$ cat config.mk
export PLATFORM = sky130hd
export DESIGN_NAME = piso_serializer
export DESIGN_NICKNAME = d
export VERILOG_FILES = /design/src/rtl/piso_serializer.sv
export SDC_FILE = /design/constraint.sdc
export NUM_CORES = 1
export LEC_CHECK = 0
export CAP_MARGIN = 20
export CORE_UTILIZATION = 50
export CTS_CLUSTER_DIAMETER = 120
export DETAILED_ROUTE_END_ITERATION = 8
export DONT_BUFFER_PORTS = 1
export PLACE_DENSITY = 0.65
export SYNTH_ARGS = -nofsm -noshare
export SYNTH_HDL_FRONTEND = slang
export SYNTH_SLANG_ARGS = --single-unit
$ cat constraint.sdc
create_clock -name clk -period 6.6 [get_ports clk]
set_input_delay 1.32 -clock clk [delete_from_list [all_inputs] [get_ports clk]]
set_output_delay 1.32 -clock clk [all_outputs]
set_load 0.1 [all_outputs]
$ cat src/rtl/piso_serializer.sv
// Parallel-in/serial-out transmitter: takes a WIDTH-bit word over a valid/ready
// handshake and shifts it out MSB first, one bit per cycle with hold low.
// Optional even-parity trailer cycle enabled by defining PISO_PARITY_EN.
module piso_serializer #(
   parameter int unsigned WIDTH = 128
) (
   input  logic             clk,
   input  logic             rst,
   input  logic             load_valid,
   output logic             load_ready,
   input  logic [WIDTH-1:0] load_data,
   input  logic             hold,
   output logic             sout,
   output logic             sout_en,
   output logic             sout_par,
   output logic             busy,
   output logic             done
);

   localparam int unsigned CntW = $clog2(WIDTH);
   localparam logic [CntW-1:0] CntLast = CntW'(WIDTH - 1);

   typedef enum logic [1:0] {
      StIdle,
      StShift,
      StParity,
      StDone
   } state_e;

   state_e           state_q;
   logic [WIDTH-1:0] shreg_q;
   logic [CntW-1:0]  cnt_q;
`ifdef PISO_PARITY_EN
   logic             par_q;
`endif

   // Transfer FSM: load, shift MSB first (frozen while hold), optional parity, done pulse.
   always_ff @(posedge clk or posedge rst) begin
      if (rst) begin
         state_q <= StIdle;
         shreg_q <= '0;
         cnt_q   <= '0;
`ifdef PISO_PARITY_EN
         par_q   <= 1'b0;
`endif
      end else begin
         case (state_q)
            StIdle: begin
               if (load_valid) begin
                  shreg_q <= load_data;
                  cnt_q   <= '0;
`ifdef PISO_PARITY_EN
                  par_q   <= ^load_data;
`endif
                  state_q <= StShift;
               end
            end
            StShift: begin
               if (!hold) begin
                  // Zero fill leaves shreg_q clear once the word is out, so sout idles at 0.
                  shreg_q <= {shreg_q[WIDTH-2:0], 1'b0};
                  cnt_q   <= cnt_q + CntW'(1);
                  if (cnt_q == CntLast) begin
`ifdef PISO_PARITY_EN
                     state_q <= StParity;
`else
                     state_q <= StDone;
`endif
                  end
               end
            end
`ifdef PISO_PARITY_EN
            StParity: begin
               if (!hold) begin
                  state_q <= StDone;
               end
            end
`endif
            StDone: begin
               state_q <= StIdle;
            end
            default: begin
               state_q <= StIdle;
            end
         endcase
      end
   end

   // Outputs decode from registered state; hold only gates the enable strobes.
   always_comb begin
      load_ready = (state_q == StIdle);
      busy       = (state_q != StIdle);
      done       = (state_q == StDone);
      sout_en    = (state_q == StShift) && !hold;
      sout       = shreg_q[WIDTH-1];
`ifdef PISO_PARITY_EN
      sout_par   = (state_q == StParity) && !hold;
      if (state_q == StParity) begin
         sout = par_q;
      end
`else
      sout_par   = 1'b0;
`endif
   end

endmodule

; After elaboration in Yosys (flattened, before gate mapping)
; Cells that the tools add are included.
; W data, S select, Z words.
[op_classes]
eq_ne = 6
mux = 10
add_sub_neg = 1
n_reduce_logical = 7
[op_table]
columns = op, count
row1 = $mux W128, 2
row2 = $pmux W128 S2, 1
row3 = $mux W7, 2
row4 = $pmux W7 S2, 1
row5 = $add A7 B1 Y7 const B, 1
row6 = $eq A7 B7 Y1 const B, 1
row7 = $mux W2, 3
row8 = $ne A2 B2 Y1 const B, 3
row9 = $reduce_and A3 Y1, 2
row10 = $pmux W2 S2, 1
row11 = $reduce_bool A2 Y1, 2
row12 = $eq A2 B1 Y1 const B, 1
row13 = $eq A2 B2 Y1 const B, 1
row14 = $logic_not A2 Y1, 1
row15 = $logic_and A1 B1 Y1, 1
row16 = $logic_not A1 Y1, 1
[totals]
word_cells = 27
inputBits = 132
reg_bits = 137
out_inout_bits = 6

; Logic depth before layout (Yosys ltp)
; Gate-level depths: netlist of the first run.
[logic_depth]
ltp_word = 4
depth_mapped = 7
ltp_nobuf = 5

; Least setup slack after synthesis of the first run
; Ideal clock, no wire load.
[synth_path]
path_kind = reg2out
start = reg state_q[1]
end = out busy
path_stages_with_launch = 3
t_required_ns = 5.280
path_slack_ns = 2.622
arrival_time_ns = 2.658
n_path_buf = 0
cell_sequence = dfrtp_1 nor2_1 inv_1
[synth_via]
elab_chain_len = 1
[synth_lines]
columns = item, line
row1 = start: declaration, 30  ; state_e state_q;
row2 = start signal: assignment, 40  ; state_q <= StIdle;
row3 = start signal: assignment, 55  ; state_q <= StShift;
row4 = start signal: assignment, 67  ; state_q <= StDone;
row5 = $reduce_bool A2 Y1, 92  ; busy = (state_q != StIdle);
row6 = end: declaration, 16  ; output logic busy,
; No other way between the ends.

; Worst setup path in the final report of the first run
[layout_path]
start = reg state_q[0]
end = out busy
; Same word-level chain as after synthesis.

==> results of run 1 <==
## state kept, by name, summed over array words and instances (netlist names)
register	cells
state_q	2
shreg_q	128
cnt_q	7
## cells in the final DEF (no fill, tap or decap), types with 2 or more instances in the layout
cell type	instances
nand2_1	130
xor2_1	4
buf_4	7
o21ai_1	78
a22o_1	2
mux2i_1	127
nor2_1	6
clkinv_2	4
bufinv_16	3
dfrtp_1	137
o21ai_0	50
clkbuf_16	17
clkbuf_8	7
## logic make-up after synthesis
group,share of synthesized area
and+or+nand+nor,0.0936
other,0.000590
adders and majority gates,0.00197
muxes,0.202
xor gates and xnor gates,0.00551
AOI/OAI and AO/OA,0.108
DFF,0.540
buffers and inverters,0.0485
## layout make-up
cell class | count | share of cell area
clock buffer | 25 | 0.0754
clock inverter | 7 | 0.0158
inverter | 2 | 0.00144
multi-input combinational | 413 | 0.378
sequential | 137 | 0.492
tap | 168 | 0.0302
timing repair buffer | 7 | 0.00754
## power by group
group / leakage [nW] / total (mW) / internal [mW] / switching (mW)
logic: 0.539 / 0.215 / 0.0929 / 0.122
clock network: 0.319 / 0.998 / 0.662 / 0.336
registers: 1.85 / 1.05 / 0.970 / 0.0832
total: 2.70 / 2.27 / 1.73 / 0.542
## routing by layer
metal / vias to the layer above / track usage / share of wire
met5: - / 0 / 0
met4: 0 / 0.0840 / 0.017
met3: 17 / 0.0656 / 0.066
met2: 97 / 0.280 / 0.47
met1: 1858 / 0.236 / 0.45
li1: 2008 / - / -
## worst min-delay path, stage by stage, from the launching register on
cell     delay [ns]
dfrtp_1        0.34
nand2_1        0.04
o21ai_0        0.06
## through the flow
stage | setup slack [ns] | cells
2_1_floorplan | 1.61 | 596
3_3_place_gp | 3.24 | 727
3_5_place_dp | 3.22 | 727
4_1_cts | 2.77 | 759
5_1_grt | 2.70 | 759
6_report | 2.78 | 759
## worst max path at each step
stage,startpoint,to,slack (ns),cells past startpoint
finish,state_q[0],busy,2.78,2
global route,state_q[0],busy,2.70,2
floorplan,rst,cnt_q[0],1.61,1
CTS,state_q[0],busy,2.77,2
global placement,state_q[0],busy,3.24,2
detailed placement,state_q[0],busy,3.22,2
==> metrics.txt, run 1 <==
status=finished clean; Vias=3,980; CTS root buf=clkbuf_16; Site Rows=40; Cell Area, Synth=6350 sq um; count leader, synth=dfrtp_1; Post-CTS Setup Inserts=0; H-tree level count=4; Syn. warnings=0; FF-to-FF Start=state_q[0]; Slew @ Worst Pin=1.09 ns; sequential fraction of the synthesis area=0.540; CP delay by family, top=simple AND/OR/NAND/NOR gates; Final min period=3.82 ns; Max Freq=0.262 GHz; TritonCTS clock tree=yes; worst hold start=shreg_q[105]; Final TNS setup=0 ns; Layout area overhead=9.69%; wire per inst=15.0 um; skew final=0.00760 ns; vias in the first global route=3,871; CP Class=flop to output pin; WP data required=5.28 ns; Finished Cell Area=6970 sq um; Startpoint Class=flop; Worst Hold Depth=2; Final ANT Viol Nets=0; synth unique cells=28; CTS clock-pin slew for the worst setup and hold paths=0.06 ns; maximum vdd drop=0.136 mV; Multi-input gate area=2630 sq um; Syn Nets=729; Iter 0 DRT Violations=166; Post-DP HPWL=7510 um; share of cells above drive strength 1=0.0778; Die W=115 um; Post-Route Utilization=0.571; Hold Vio Cnt, Final=0; fillcell total=1,075; crit end category=output pin; Port Buf Inserts=0; RSZ-0062 raised after global routing=no; RD Place Congestion=0.712; Worst EP arrival=2.50 ns; capturing point of the worst reg2reg path=shreg_q[98]; Mean Syn Cell Area=10.7 sq um; EDFF count, synth=0; post-CTS sizing=0; Clock Latency Late Sink=0.41 ns; R2R Setup Slk=3.91 ns; dominant synthesized flop cell=dfrtp_1; Via density=5.24; grt total ovfl=0; # hold bufs at CTS=0; Tot Pwr=2.27 mW; post-synth top area cell=dfrtp_1; Leakage=2.70 nW; first drt pass iteration count=4; post-route clock period utilization=0.578; Slew Limit Headroom=0.275; die area=13,200 sq um; Gate Count Post-Synth=596; ANT cells=0; Yosys reg bits=137; slowest stage delay, CP=0.88 ns; cts bufs inserted=17; largest net degree at the start of global routing=116; worst-path fanout max=6; Worst R2R Path Depth=6; Post-layout nets=711; core area=12,200 sq um; initial antenna violation count=0; pwr dens=325 nW/um^2; DIE HEIGHT=115 um; global-route wire length before repair=18,600 um; # DRC=0; Hold Path Class=flop to flop; Synth top area share=0.540; slowest cell on the critical path=nor2_2; Routed WL=11,400 um; register area=3430 sq um; crit path buf inv count=1; Starting Density=0.520; Ports=138; Final Setup Violations=0; GR Util All Layers=0.184; Post-synth ARST share=1.00; most instantiated cells after synthesis=137 x dfrtp_1, 130 x nand2_1, 127 x mux2i_1, 78 x o21ai_1, 50 x o21ai_0; max-slew violation count=0; hold_ws=0.480 ns; maxcap violations=0; Synth area leaders=dfrtp_1 54%, mux2i_1 20%, nand2_1 7.7%; Critical Path, Cell by Cell=nor2_2, inv_1; clk buf depth=2; DP Area=6330 sq um; WHS Endpoint=shreg_q[105]; Clock Sinks=137
Note: power is estimated with default switching activity, not from simulation.
==> run 2: changes to the inputs <==
Clock period 6.6 ns to 3.6 ns, I/O delays scaled along.
==> run 2 against run 1 <==
Clock-buffer cell count grew 2. Clock skew shrank 0.00089 ns. Core utilization shrank 0.092 points. Routed wire length grew 1.8%. Flip-flop and latch count is the same. Non-clock buffer count grew 4. Combinational power grew 88%. Die area is the same.
==> metrics.txt, run 2 (synthesized netlist as in run 1, its figures left out) <==
# hold bufs at CTS=0 (unchanged); post-route clock period utilization=0.716; Max Freq=0.388 GHz; GR Util All Layers=0.190 (+0.00643); H-tree level count=4 (unchanged); Final min period=2.58 ns; Routed WL=11,600 um (+1.8%); FF-to-FF Start=state_q[1]; Port Buf Inserts=0 (unchanged); Slew Limit Headroom=0.363 (+0.0874); Site Rows=40 (unchanged); clk buf depth=2 (unchanged); max reg flops=128 (unchanged); Via density=5.29 (+0.85%); Largest Register=shreg_q; clock power share=0.404 (-0.036); share of cells above drive strength 1=0.0760 (-0.00182); R2R Setup Slk=1.45 ns (-2.46 ns); TritonCTS clock tree=yes; Reg power frac=0.493 (+0.028); Final TNS setup=0 ns (unchanged); Hold Vio Cnt, Final=0 (unchanged); switch share=0.248 (+0.00936); worst-path fanout max=6 (unchanged); fillcell total=1,103 (+2.6%); RD Place Congestion=0.725 (+1.7%); core area=12,200 sq um (unchanged); wire per inst=15.3 um (+1.6%); Hold Path Class=primary input to asynchronous set/reset pin; Final ANT Viol Nets=0 (unchanged); Leakage=2.69 nW (-0.51%); Post-DP HPWL=7790 um (+3.7%); DP Area=6410 sq um (+1.3%); die area=13,200 sq um (unchanged); Ports=138 (unchanged); WP data required=2.88 ns (-2.40 ns); most common cell after layout, fill and taps aside=dfrtp_1; slowest cell on the critical path=inv_1; P_int=2.95 mW (+71%); Slew @ Worst Pin=0.963 ns (-0.123 ns); post-CTS sizing=0 (unchanged); CTS clock-pin slew for the worst setup and hold paths=0.06 ns (about the same); # DRC=0 (unchanged); capturing point of the worst reg2reg path=shreg_q[118]; skew final=0.00671 ns (-0.000886 ns); Critical Path, Cell by Cell=nor2_2, buf_4, inv_1; cts bufs inserted=17 (unchanged); Post-CTS Setup Inserts=0 (unchanged); Worst R2R Path Depth=4 (-2); largest net degree at the start of global routing=118 (+1.7%); status=finished clean; dpl cells=731 (+0.55%); hold_ws=0.144 ns (-0.336 ns); Vias=4,019 (+0.98%); Clock Latency Late Sink=0.42 ns (about the same); Layout area overhead=9.51%; global-route wire length before repair=19,100 um (+2.9%); Psw=0.974 mW (+80%); maximum vdd drop=0.230 mV (+69%); initial antenna violation count=0 (unchanged); CP Class=flop to output pin; Setup crit start=state_q[0]; grt total ovfl=0 (unchanged); Post-layout nets=715 (+0.56%); biggest regs=shreg_q x128, cnt_q x7, state_q x2; Final Setup Violations=0 (unchanged); CTS root buf=clkbuf_16; Cell Count, Final, Fillers Out=760 (+0.13%); most frequent cells in the layout=137 x dfrtp_1, 130 x nand2_1, 127 x mux2i_1; slowest stage delay, CP=0.63 ns (-0.25 ns); maxcap violations=0 (unchanged); ANT cells=0 (unchanged); Iter 0 DRT Violations=214 (+29%); vias in the first global route=4,014 (+3.7%); DIE HEIGHT=115 um (unchanged); RSZ-0062 raised after global routing=no; pwr dens=564 nW/um^2 (+73%); first drt pass iteration count=4 (unchanged); max-slew violation count=0 (unchanged); Finished Cell Area=6960 sq um (-0.16%); Worst EP arrival=1.86 ns (-0.64 ns); Starting Density=0.520 (unchanged); Comb pwr share=0.103 (+0.008); crit end category=output pin; Clock Sinks=137 (unchanged); Startpoint Class=flop; Tot Pwr=3.92 mW (+73%); Die W=115 um (unchanged)
==> run 2: cell count changes in the layout (fill, tap and decap cells not counted) <==
cell | previous run | this run
buf_12 | 0 | 4
bufinv_16 | 3 | 0
clkbuf_1 | 1 | 3
clkinv_2 | 4 | 2
clkinvlp_4 | 0 | 1
inv_4 | 1 | 0
==> run 2: cell type report <==
cell class | instances | area (sq um) | share of cell area
well taps | 168 | 210 | 0.0302
multi-input cells | 413 | 2630 | 0.378
inverters | 2 | 11.3 | 0.00162
clock inverters | 2 | 10.0 | 0.00144
repair buffers | 11 | 133 | 0.0191
flip-flops and latches | 137 | 3430 | 0.493
clock buffers | 27 | 533 | 0.0766
==> run 2: worst max-delay path, delay by kind of cell (launching register included) <==
kind          cells  cell delay (ns)
simple gates      1             0.07
flops             1             0.50
buf+inv           2             0.87
==> run 2: per-layer routing <==
layer / track usage / share of wire / up-vias
li1: - / - / 2008
met1: 0.238 / 0.44 / 1894
met2: 0.290 / 0.47 / 94
met3: 0.0699 / 0.069 / 23
met4: 0.0978 / 0.026 / 0
met5: 0 / 0 / -
==> run 2: worst max-delay path by stage <==
stage / to / slack, ns
finish: busy / 1.02
global route: busy / 0.96
CTS: busy / 1.00
detailed placement: shreg_q[118] / 1.22
global placement: shreg_q[102] / 1.31
floorplan: busy / 0.22
==> run 2: per-stage QoR <==
stage / utilization / setup slack (ns)
floorplan: - / 0.222
global placement: 0.525 / 1.31
detailed placement: 0.525 / 1.22
CTS: 0.570 / 1.00
global route: 0.570 / 0.958
finish: 0.570 / 1.02
==> run 2: power by group through the flow <==
stage / combinational, mW / clock (mW) / sequential [mW]
4_1_cts: 0.415 / 1.63 / 1.93
3_3_place_gp: 0.389 / 0 / 1.94
3_5_place_dp: 0.417 / 0 / 1.96
6_report: 0.405 / 1.59 / 1.93
5_1_grt: 0.479 / 1.69 / 1.96
2_1_floorplan: 0.359 / 0 / 1.92
